**src/rtl/reg_track_pkg.sv**
```systemverilog
// reg_track_pkg: shared types and constants for the pipeline register scoreboard.
//   NREG / IDXW   : architectural register count and index width
//   ri_code_t     : per-register status code seen by the decode controller
//   track_slot_t  : one tracked pipeline slot {valid, dst, is_load}
package reg_track_pkg;

    localparam int unsigned NREG = 8;
    localparam int unsigned IDXW = $clog2(NREG);

    typedef logic [2:0] ri_code_t;

    localparam ri_code_t RI_NONE      = 3'd0;
    localparam ri_code_t RI_STALL     = 3'd1;
    localparam ri_code_t RI_FWD_EXMEM = 3'd2;
    localparam ri_code_t RI_FWD_MEMWB = 3'd3;

    typedef struct packed {
        logic            valid;
        logic [IDXW-1:0] dst;
        logic            is_load;
    } track_slot_t;

endpackage

```
**src/rtl/reg_track_if.sv**
```systemverilog
// reg_track_if: issue/pipeline-control inputs and status outputs of reg_track.
//   master : decode-stage controller side (drives issue + pipeline control)
//   slave  : reg_track side (returns register_invalid)
interface reg_track_if;
    import reg_track_pkg::*;

    logic            regwrite_cur;
    logic [IDXW-1:0] regwrite_adr_id;
    logic            from_main_mem_id;
    logic            en_idex;
    logic            en_exmem;
    logic            flush_exmem;
    logic            en_memwb;
    logic            flush_memwb;
    ri_code_t        register_invalid [NREG];

    modport master (
        output regwrite_cur, regwrite_adr_id, from_main_mem_id,
        output en_idex, en_exmem, flush_exmem, en_memwb, flush_memwb,
        input  register_invalid
    );

    modport slave (
        input  regwrite_cur, regwrite_adr_id, from_main_mem_id,
        input  en_idex, en_exmem, flush_exmem, en_memwb, flush_memwb,
        output register_invalid
    );

endinterface

```
**src/rtl/reg_track_encode.sv**
```systemverilog
// reg_track_encode: combinational status code for one register.
//   ex_i, mem_i, wb_i : tracked slots (ID/EX, EX/MEM, MEM/WB)
//   idx_i             : register index being evaluated
//   code_o            : status code; youngest matching slot decides
module reg_track_encode
    import reg_track_pkg::*;
(
    input  track_slot_t     ex_i,
    input  track_slot_t     mem_i,
    input  track_slot_t     wb_i,
    input  logic [IDXW-1:0] idx_i,
    output ri_code_t        code_o
);

    always_comb begin
        code_o = RI_NONE;
        if (ex_i.valid && (ex_i.dst == idx_i)) begin
            code_o = RI_STALL;
        end else if (mem_i.valid && (mem_i.dst == idx_i)) begin
            // A load in EX/MEM only carries the address, so it cannot forward yet.
            code_o = mem_i.is_load ? RI_STALL : RI_FWD_EXMEM;
        end else if (wb_i.valid && (wb_i.dst == idx_i)) begin
            code_o = RI_FWD_MEMWB;
        end
    end

endmodule

```
**src/rtl/reg_track.sv**
```systemverilog
// reg_track: follows register-writing instructions through EX, MEM and WB and
// reports a per-register hazard status to the decode-stage controller.
//   clk, rst_n    : core clock, asynchronous active-low reset
//   bus (slave)   : issue info, pipeline enables/flushes, register_invalid
// Optional (macro REG_TRACK_PERF_EN):
//   hazard_cycles : saturating count of cycles with any stall code
//   inflight      : number of valid tracked slots
module reg_track
    import reg_track_pkg::*;
(
    input  logic        clk,
    input  logic        rst_n,
`ifdef REG_TRACK_PERF_EN
    output logic [15:0] hazard_cycles,
    output logic [1:0]  inflight,
`endif
    reg_track_if.slave  bus
);

    track_slot_t ex_q, ex_d;
    track_slot_t mem_q, mem_d;
    track_slot_t wb_q, wb_d;
    ri_code_t    codes [NREG];

    always_comb begin
        ex_d  = ex_q;
        mem_d = mem_q;
        wb_d  = wb_q;

        if (bus.en_idex) begin
            ex_d.valid   = bus.regwrite_cur;
            ex_d.dst     = bus.regwrite_adr_id;
            ex_d.is_load = bus.from_main_mem_id;
        end

        if (bus.flush_exmem) begin
            mem_d.valid = 1'b0;
        end else if (bus.en_exmem) begin
            mem_d = ex_q;
        end

        // Leaving wb_q retires the entry: the register file is written on this edge.
        if (bus.flush_memwb) begin
            wb_d.valid = 1'b0;
        end else if (bus.en_memwb) begin
            wb_d = mem_q;
        end
    end

    always_ff @(posedge clk or negedge rst_n) begin
        if (!rst_n) begin
            ex_q  <= '0;
            mem_q <= '0;
            wb_q  <= '0;
        end else begin
            ex_q  <= ex_d;
            mem_q <= mem_d;
            wb_q  <= wb_d;
        end
    end

    for (genvar g = 0; g < NREG; g++) begin : g_enc
        reg_track_encode u_enc (
            .ex_i   (ex_q),
            .mem_i  (mem_q),
            .wb_i   (wb_q),
            .idx_i  (IDXW'(g)),
            .code_o (codes[g])
        );
    end

    always_comb begin
        for (int unsigned i = 0; i < NREG; i++) begin
            bus.register_invalid[i] = codes[i];
        end
    end

`ifdef REG_TRACK_PERF_EN
    logic        any_stall;
    logic [15:0] hazard_q;

    always_comb begin
        any_stall = 1'b0;
        for (int unsigned i = 0; i < NREG; i++) begin
            if (codes[i] == RI_STALL) begin
                any_stall = 1'b1;
            end
        end
    end

    always_ff @(posedge clk or negedge rst_n) begin
        if (!rst_n) begin
            hazard_q <= '0;
        end else if (any_stall && (hazard_q != '1)) begin
            hazard_q <= hazard_q + 16'd1;
        end
    end

    assign hazard_cycles = hazard_q;
    // Three slots at most, so the sum never exceeds the 2-bit range.
    assign inflight = 2'(ex_q.valid) + 2'(mem_q.valid) + 2'(wb_q.valid);
`endif

endmodule

```
**src/flat_wrapper.sv**
```systemverilog
// flat-port wrapper written by rule: the top's interface ports become plain ports
module reg_track_flat import reg_track_pkg::*;
  (clk, rst_n, bus_regwrite_cur, bus_regwrite_adr_id, bus_from_main_mem_id, bus_en_idex, bus_en_exmem, bus_flush_exmem, bus_en_memwb, bus_flush_memwb, bus_register_invalid);
  reg_track_if bus_i ();
  input  logic clk;
  input  logic rst_n;
  input wire logic [$bits(bus_i.regwrite_cur)-1:0] bus_regwrite_cur;
  input wire logic [$bits(bus_i.regwrite_adr_id)-1:0] bus_regwrite_adr_id;
  input wire logic [$bits(bus_i.from_main_mem_id)-1:0] bus_from_main_mem_id;
  input wire logic [$bits(bus_i.en_idex)-1:0] bus_en_idex;
  input wire logic [$bits(bus_i.en_exmem)-1:0] bus_en_exmem;
  input wire logic [$bits(bus_i.flush_exmem)-1:0] bus_flush_exmem;
  input wire logic [$bits(bus_i.en_memwb)-1:0] bus_en_memwb;
  input wire logic [$bits(bus_i.flush_memwb)-1:0] bus_flush_memwb;
  output wire logic [$bits(bus_i.register_invalid)-1:0] bus_register_invalid;
  assign bus_i.regwrite_cur = bus_regwrite_cur;
  assign bus_i.regwrite_adr_id = bus_regwrite_adr_id;
  assign bus_i.from_main_mem_id = bus_from_main_mem_id;
  assign bus_i.en_idex = bus_en_idex;
  assign bus_i.en_exmem = bus_en_exmem;
  assign bus_i.flush_exmem = bus_flush_exmem;
  assign bus_i.en_memwb = bus_en_memwb;
  assign bus_i.flush_memwb = bus_flush_memwb;
  assign bus_register_invalid = {>>{bus_i.register_invalid}};
  reg_track u_core (.clk(clk), .rst_n(rst_n), .bus(bus_i));
endmodule
```
**config.mk**
```make
export PLATFORM = sky130hd
export DESIGN_NAME = reg_track_flat
export DESIGN_NICKNAME = d
export VERILOG_FILES = /design/src/rtl/reg_track_pkg.sv /design/src/rtl/reg_track_if.sv /design/src/rtl/reg_track_encode.sv /design/src/rtl/reg_track.sv /design/src/flat_wrapper.sv
export SDC_FILE = /design/constraint.sdc
export NUM_CORES = 1
export LEC_CHECK = 0
export ABC_AREA = 0
export BUFFER_PORTS_ARGS = -buffer_cell sky130_fd_sc_hd__buf_4
export CORE_MARGIN = 2
export CORE_UTILIZATION = 48
export CTS_CLUSTER_SIZE = 10
export DETAILED_ROUTE_END_ITERATION = 7
export GPL_TIMING_DRIVEN = 0
export PLACE_DENSITY = 0.78
export SLEW_MARGIN = 15
export SYNTH_ARGS = -nofsm -noshare
export SYNTH_HDL_FRONTEND = slang
export SYNTH_SLANG_ARGS = --single-unit
```
**constraint.sdc**
```tcl
create_clock -name clk -period 1.6 [get_ports clk]
set_clock_uncertainty 0.15 [all_clocks]
set_input_delay 0.08 -clock clk [delete_from_list [all_inputs] [get_ports clk]]
set_output_delay 0.08 -clock clk [all_outputs]
set_load 0.1 [all_outputs]
```
==> results of run 1 <==
[cell families after synthesis]
| family | after synthesis | share of synthesized area |
|---|---|---|
| other | 1 | 0.003775 |
| muxes | 10 | 0.1108 |
| DFF | 14 | 0.3526 |
| AOI/OAI and AO/OA | 23 | 0.1851 |
| buffers and inverters | 10 | 0.06801 |
| and+or+nand+nor | 53 | 0.2796 |
[per-stage QoR]
stage            util  std cells  setup TNS (ps)  worst slack (ps)
3_3_place_gp   0.7991        172           -2018            -299.3
2_1_floorplan       -        118           -2857            -225.3
3_5_place_dp   0.7991        172           -2394            -311.3
==> run metrics, run 1 <==
commonest cells in the synthesized netlist=dfrtp_1, nand2_1, nor2b_1, nand3_1; CTS max path bufs=2; Num CTS Buffers=3; Die Y=49.50 um; register area share after synthesis=0.3526; hold_buf cts=13; Synth area leaders=dfrtp_1, mux2_2, nor2b_1; Sink Count=14; top-area cell type share of the netlist area=0.3526; Placer Congestion=0.8026; synth warn=0; outcome=stopped before the end; Port-buffer cells=27; Site Rows=16; detailed placement HPWL=2044 um; Failed at=clock tree synthesis (4_1_cts); chip width=49.50 um; initial core utilization=0.5064; Placed Instance Area=1568 sq um; Post-Syn Instances=111; Post-synth ARST share=1.000; cell taking the most area after synthesis=dfrtp_1; synthesized area=993.5 sq um; syn avg cell area=8.950 sq um; Yosys cell types=25; post_cts resized=69; Yosys reg bits=14; error message=[ERROR DPL-0038] Utilization greater than 100%, impossible to legalize; postcts setup bufs=21; root buf cell=clkbuf_4; number of synthesized flops with an enable pin=0; Ports=36; H-tree depth=1; Top FF cell, synth=dfrtp_1
==> run 2: changes to the inputs <==
CORE_AREA = 2 2 63 65   (was unset)
CORE_MARGIN = unset   (was 2)
CORE_UTILIZATION = unset   (was 48)
CTS_CLUSTER_SIZE = unset   (was 10)
DIE_AREA = 0 0 65 67   (was unset)
PLACE_DENSITY = unset   (was 0.78)
PLACE_DENSITY_LB_ADDON = 0.15   (was unset)
==> run 2 against run 1 <==
The flow now finishes, with violations (negative setup slack). Synthesized cell count is the same. Synthesized area is the same.
==> run metrics, run 2 <==
worst hold slack=66.61 ps; drt initial violations=49; Remaining Overflow, GRT=0; Hold Crit Class=input port to async pin; number of synthesized flops with an enable pin=0; worst setup margin=-278.3 ps; synth warn=0; pin count of the biggest net entering global routing=15; outcome=finished with violations; Yosys reg bits=14; Post-synth ARST share=1.000; Sink Count=14; Placeable Area=3606 sq um; wire per inst=14.53 um; Placed Instance Area=1594 sq um; Setup crit start kind=register; post-DR vias/cell=4.902; CTS max path bufs=2; diode count=0; peak supply drop=0.5923 mV; Die ar.=4355 sq um; most common cell after layout, fill and taps aside=buf_4; initial antenna violation count=0; drt drc=0; Synth area leaders=dfrtp_1, mux2_2, nor2b_1; final setup TNS=-3704 ps; Leak Pwr=1.134 nW; detailed placement HPWL=2093 um; RSZ-0062 raised after global routing=true; worst-skew pair later-pin latency=240 ps; crit-path max FO=7; Detail Route Antenna Nets=0; WS Path Type=register to output port; Port-buffer cells=27; Final Util=0.6867; Worst EP required=1370 ps; H-tree depth=1; Max-Cap Viols=0; post-route cell area=2476 sq um; Ports=36; Reg clk slew, reported paths=60 ps; fmax=0.5324 GHz; failing checks=negative setup slack; Fin. Hold Viols=0; Yosys cell types=25; Placer Congestion=0.7059; WP data arrival=1650 ps; CTS tree=built; reg2reg setup slack=40 ps; DP Worst Slack=-357.6 ps; top-area cell type share of the netlist area=0.3526; vias in the first global route=1143; commonest cells in the synthesized netlist=dfrtp_1, nand2_1, nor2b_1, nand3_1; setup violators final=16; final net count=211; Post-Syn Instances=111; Site Rows=22; crit path time final=1878 ps; Top FF cell, synth=dfrtp_1; chip width=65 um; first-pass GRT wire length=5257 um; layout cell share with drive strength beyond 1=0.6970; Via Count=1206; syn avg cell area=8.950 sq um; Period Utilization, post-route=1.174; biggest regs=u_core.ex_q x5, u_core.mem_q x5, u_core.wb_q x4; synthesized area=993.5 sq um; GRT Overall Usage=0.1558; root buf cell=clkbuf_8; cell taking the most area after synthesis=dfrtp_1; Die Y=67 um; Num CTS Buffers=3; critical path endpoint category=output port; Max Slew Vio Count=0; Pre-antenna DRT Iters=4; wirelength, routed=3574 um; power density cells=742.9 nW/um^2; initial core utilization=0.2755; register area share after synthesis=0.3526; commonest non-fill, non-tap cells in the layout=buf_4, buf_12, dlygate4sd3_1; P&R area growth vs syn=149.2%
run 2: cell counts after synthesis:
No cell type changed its count.
run 2: per-stage QoR:
step / cells / power [mW]
floorplan: 118 / 0.9920
global placement: 193 / 1.104
detailed placement: 193 / 1.111
CTS: 228 / 1.662
global route: 246 / 1.925
finish: 246 / 1.839
run 2: area by class of cell:
cell class              instances  area (sq um)
fillers                       258          1130
multi-input cells              94          1049
repair buffers                 76         867.1
flip-flops and latches         14         364.1
plain buffers                   9         73.82
well taps                      48         60.06
clock buffers                   4         55.05
inverters                       1         7.507
run 2: worst max-delay path, stage by stage, from the launching register on:
cell,delay (ps)
dfrtp_2,460
nand2b_4,210
buf_6,140
buf_4,130
o311ai_4,250
buf_12,210
run 2: timing repair:
item                                    CTS  global route
hold buffers                             14             1
setup buffers                            17            18
endpoints found under the setup margin   16            18
pin swaps                                11             8
gates resized for setup                  57            31
hold endpoints to repair                 21             1
run 2: final timing paths:
path	from	end	depth (start not counted)
max	u_core.mem_q[3]	bus_register_invalid[15]	5
min	rst_n	u_core.ex_q[4]	2
max reg2reg	u_core.ex_q[3]	u_core.ex_q[3]	2
min reg2reg	u_core.ex_q[0]	u_core.mem_q[0]	2
max in group asynchronous	rst_n	u_core.mem_q[4]	2
min in group clk	u_core.ex_q[0]	u_core.mem_q[0]	2
run 2: logic make-up after synthesis:
group | Yosys count | share of synthesized area
compound gates | 23 | 0.1851
buf+inv | 10 | 0.06801
flops | 14 | 0.3526
mux | 10 | 0.1108
other cells | 1 | 0.003775
simple gates | 53 | 0.2796
run 2: routing by layer:
metal  vias up  wire, um  GRT usage
met5         -         0          0
met4         0        55    0.05053
met3         8       138    0.01351
met2        36      2029     0.3054
met1       583      1350     0.1754
li1        579         -          -
run 2: where the power goes:
part / switching (mW) / leakage (nW) / internal (mW) / total, mW
clock: 0.112 / 0.0288 / 0.217 / 0.330
sequential: 0.104 / 0.159 / 0.411 / 0.516
combinational: 0.555 / 0.947 / 0.439 / 0.994
total: 0.772 / 1.13 / 1.07 / 1.84
Note: power is estimated with default switching activity, not from simulation.
==> run 3: changes to the inputs <==
MAX_ROUTING_LAYER = met4   (was unset)
RECOVER_POWER = 100   (was unset)
clock period = 1.7 ns   (was 1.6 ns; I/O delays follow)
==> run 3 against run 2 <==
The flow still finishes with violations (negative setup slack). Clock-buffer cell count did not move. Clock power shrank 5%. Die area stayed put. Sequential share of layout area is 0.66 points higher. Wire length down 3.6%. Critical path depth rose by 1. Cell count grew 0.41%. Combinational power fell by 11%. Total power fell by 8.2%.
==> run metrics, run 3 (same netlist as run 2, synthesis figures left out) <==
outcome=finished with violations; failing checks=negative setup slack; power density cells=715.0 nW/um^2; multi-input logic area=1008 sq um; WS Path Type=register to output port; CTS tree=built; reg2reg setup slack=60 ps; worst setup margin=-204.5 ps; Max-Cap Viols=0; Remaining Overflow, GRT=0; Detail Route Antenna Nets=0; Site Rows=22; Worst Min Path Start=bus_en_exmem; wirelength, routed=3447 um; Placeable Area=3606 sq um; worst reg2reg path startpoint=u_core.ex_q[4]; Placer Congestion=0.7305; P&R area growth vs syn=137.7%; r2r worst-path depth=3; GRT Overall Usage=0.1695; DP Worst Slack=-244.8 ps; Period Utilization, post-route=1.120; P_int=0.9819 mW; Hold EP=u_core.mem_q[3]; final net count=212; worst-skew pair later-pin latency=240 ps; Leak Pwr=1.118 nW; vias in the first global route=1218; Pre-antenna DRT Iters=3; drt initial violations=44; Fin. Hold Viols=0; Num CTS Buffers=3; commonest non-fill, non-tap cells in the layout=buf_4, dlygate4sd3_1, nand2_1; drt drc=0; Via Count=1190; crit-path max FO=7; Final Util=0.6548; CP cell instances=nand2b_4 -> o211ai_1 -> buf_4 -> buf_6 -> a32oi_4 -> buf_12; Port-buffer cells=27; post-DR vias/cell=4.818; initial antenna violation count=0; H-tree depth=1; Hold Crit Class=input port to register; critical path endpoint category=output port; root buf cell=clkbuf_8; diode count=0; wire per inst=13.96 um; Die ar.=4355 sq um; Die Y=67 um; pin count of the biggest net entering global routing=15; power share of the clock group=0.186; Reg clk slew, reported paths=50 ps; Slowest-stage cell, CP=dfrtp_2; Max Slew Vio Count=0; Final Power=1.688 mW; Setup crit start kind=register; RSZ-0062 raised after global routing=true; Worst EP required=1460 ps; power share of the sequential group=0.289; initial core utilization=0.2755; biggest regs=u_core.ex_q x5, u_core.mem_q x5, u_core.wb_q x4; peak supply drop=0.5560 mV; crit path time final=1905 ps; Placed Cells=193; fillers=276; P_sw=0.7062 mW; Worst-Margin Slew=708.6 ps; layout cell share with drive strength beyond 1=0.6633; CTS max path bufs=2; WP data arrival=1670 ps; fmax=0.5251 GHz; Ports=36; register area=362.8 sq um; setup violators final=16; worst hold stages=4; Sink Count=14; detailed placement HPWL=2260 um; worst hold slack=17.99 ps; headroom to the max-slew limit=0.5276; first-pass GRT wire length=5533 um; most common cell after layout, fill and taps aside=buf_4; chip width=65 um; largest stage delay on the critical path=460 ps; Comb power frac=0.525; switching share of power=0.4183; R2R Path End=u_core.ex_q[4]; post-layout instance count excluding filler cells=247
## run 3: cell count changes in the layout (fill, tap and decap cells not counted), moves of 2 or more
cell,delta
clkbuf_4,+3
buf_12,-5
buf_4,+2
clkbuf_1,+3
buf_6,-3
## run 3: how the worst max path moves through the flow
stage | start | end | depth (start not counted)
floorplan | u_core.mem_q[3] | bus_register_invalid[13] | 3
global placement | u_core.mem_q[3] | bus_register_invalid[21] | 4
detailed placement | u_core.mem_q[3] | bus_register_invalid[21] | 4
CTS | u_core.mem_q[1] | bus_register_invalid[16] | 4
global route | u_core.mem_q[2] | bus_register_invalid[19] | 6
finish | u_core.mem_q[2] | bus_register_invalid[19] | 6
## run 3: cell type report
cell class,count,area share
flip-flops and latches,14,0.1537
repair buffers,77,0.3386
well taps,48,0.02544
multi-input cells,94,0.4271
clock buffers,4,0.02332
plain buffers,9,0.02862
inverters,1,0.003180
## run 3: metrics by stage
stage,setup TNS (ps),instance area (sq um)
2_1_floorplan,-1452,1315
3_5_place_dp,-1539,1578
5_1_grt,-3005,2361
6_report,-2190,2361
3_3_place_gp,-1227,1578
4_1_cts,-2349,2313
## run 3: power groups by stage
stage	sequential, mW	clock (mW)	combinational, mW
2_1_floorplan	0.461	0	0.466
3_3_place_gp	0.486	0	0.546
3_5_place_dp	0.490	0	0.555
4_1_cts	0.485	0.320	0.842
5_1_grt	0.498	0.337	0.931
6_report	0.488	0.315	0.886
## run 3: metal layers
layer,GRT usage,part of all wire,up-vias
met4,0.07713,0.023,0
met2,0.2925,0.53,34
li1,-,-,579
met1,0.2031,0.41,569
met5,-,0,-
met3,0.01182,0.032,8
## run 3: worst max-delay path: cells and delay by family (launching register included)
kind / cells / cell delay, ps
compound gates: 2 / 290
buf+inv: 3 / 480
flops: 1 / 460
simple gates: 1 / 180
## run 3: repair_timing
action,CTS,global route
buffers inserted,31,4
resized for setup,64,7
pin swaps,12,6
hold buffers,15,0
hold endpoints to repair,21,0
endpoints found under the setup margin,16,16
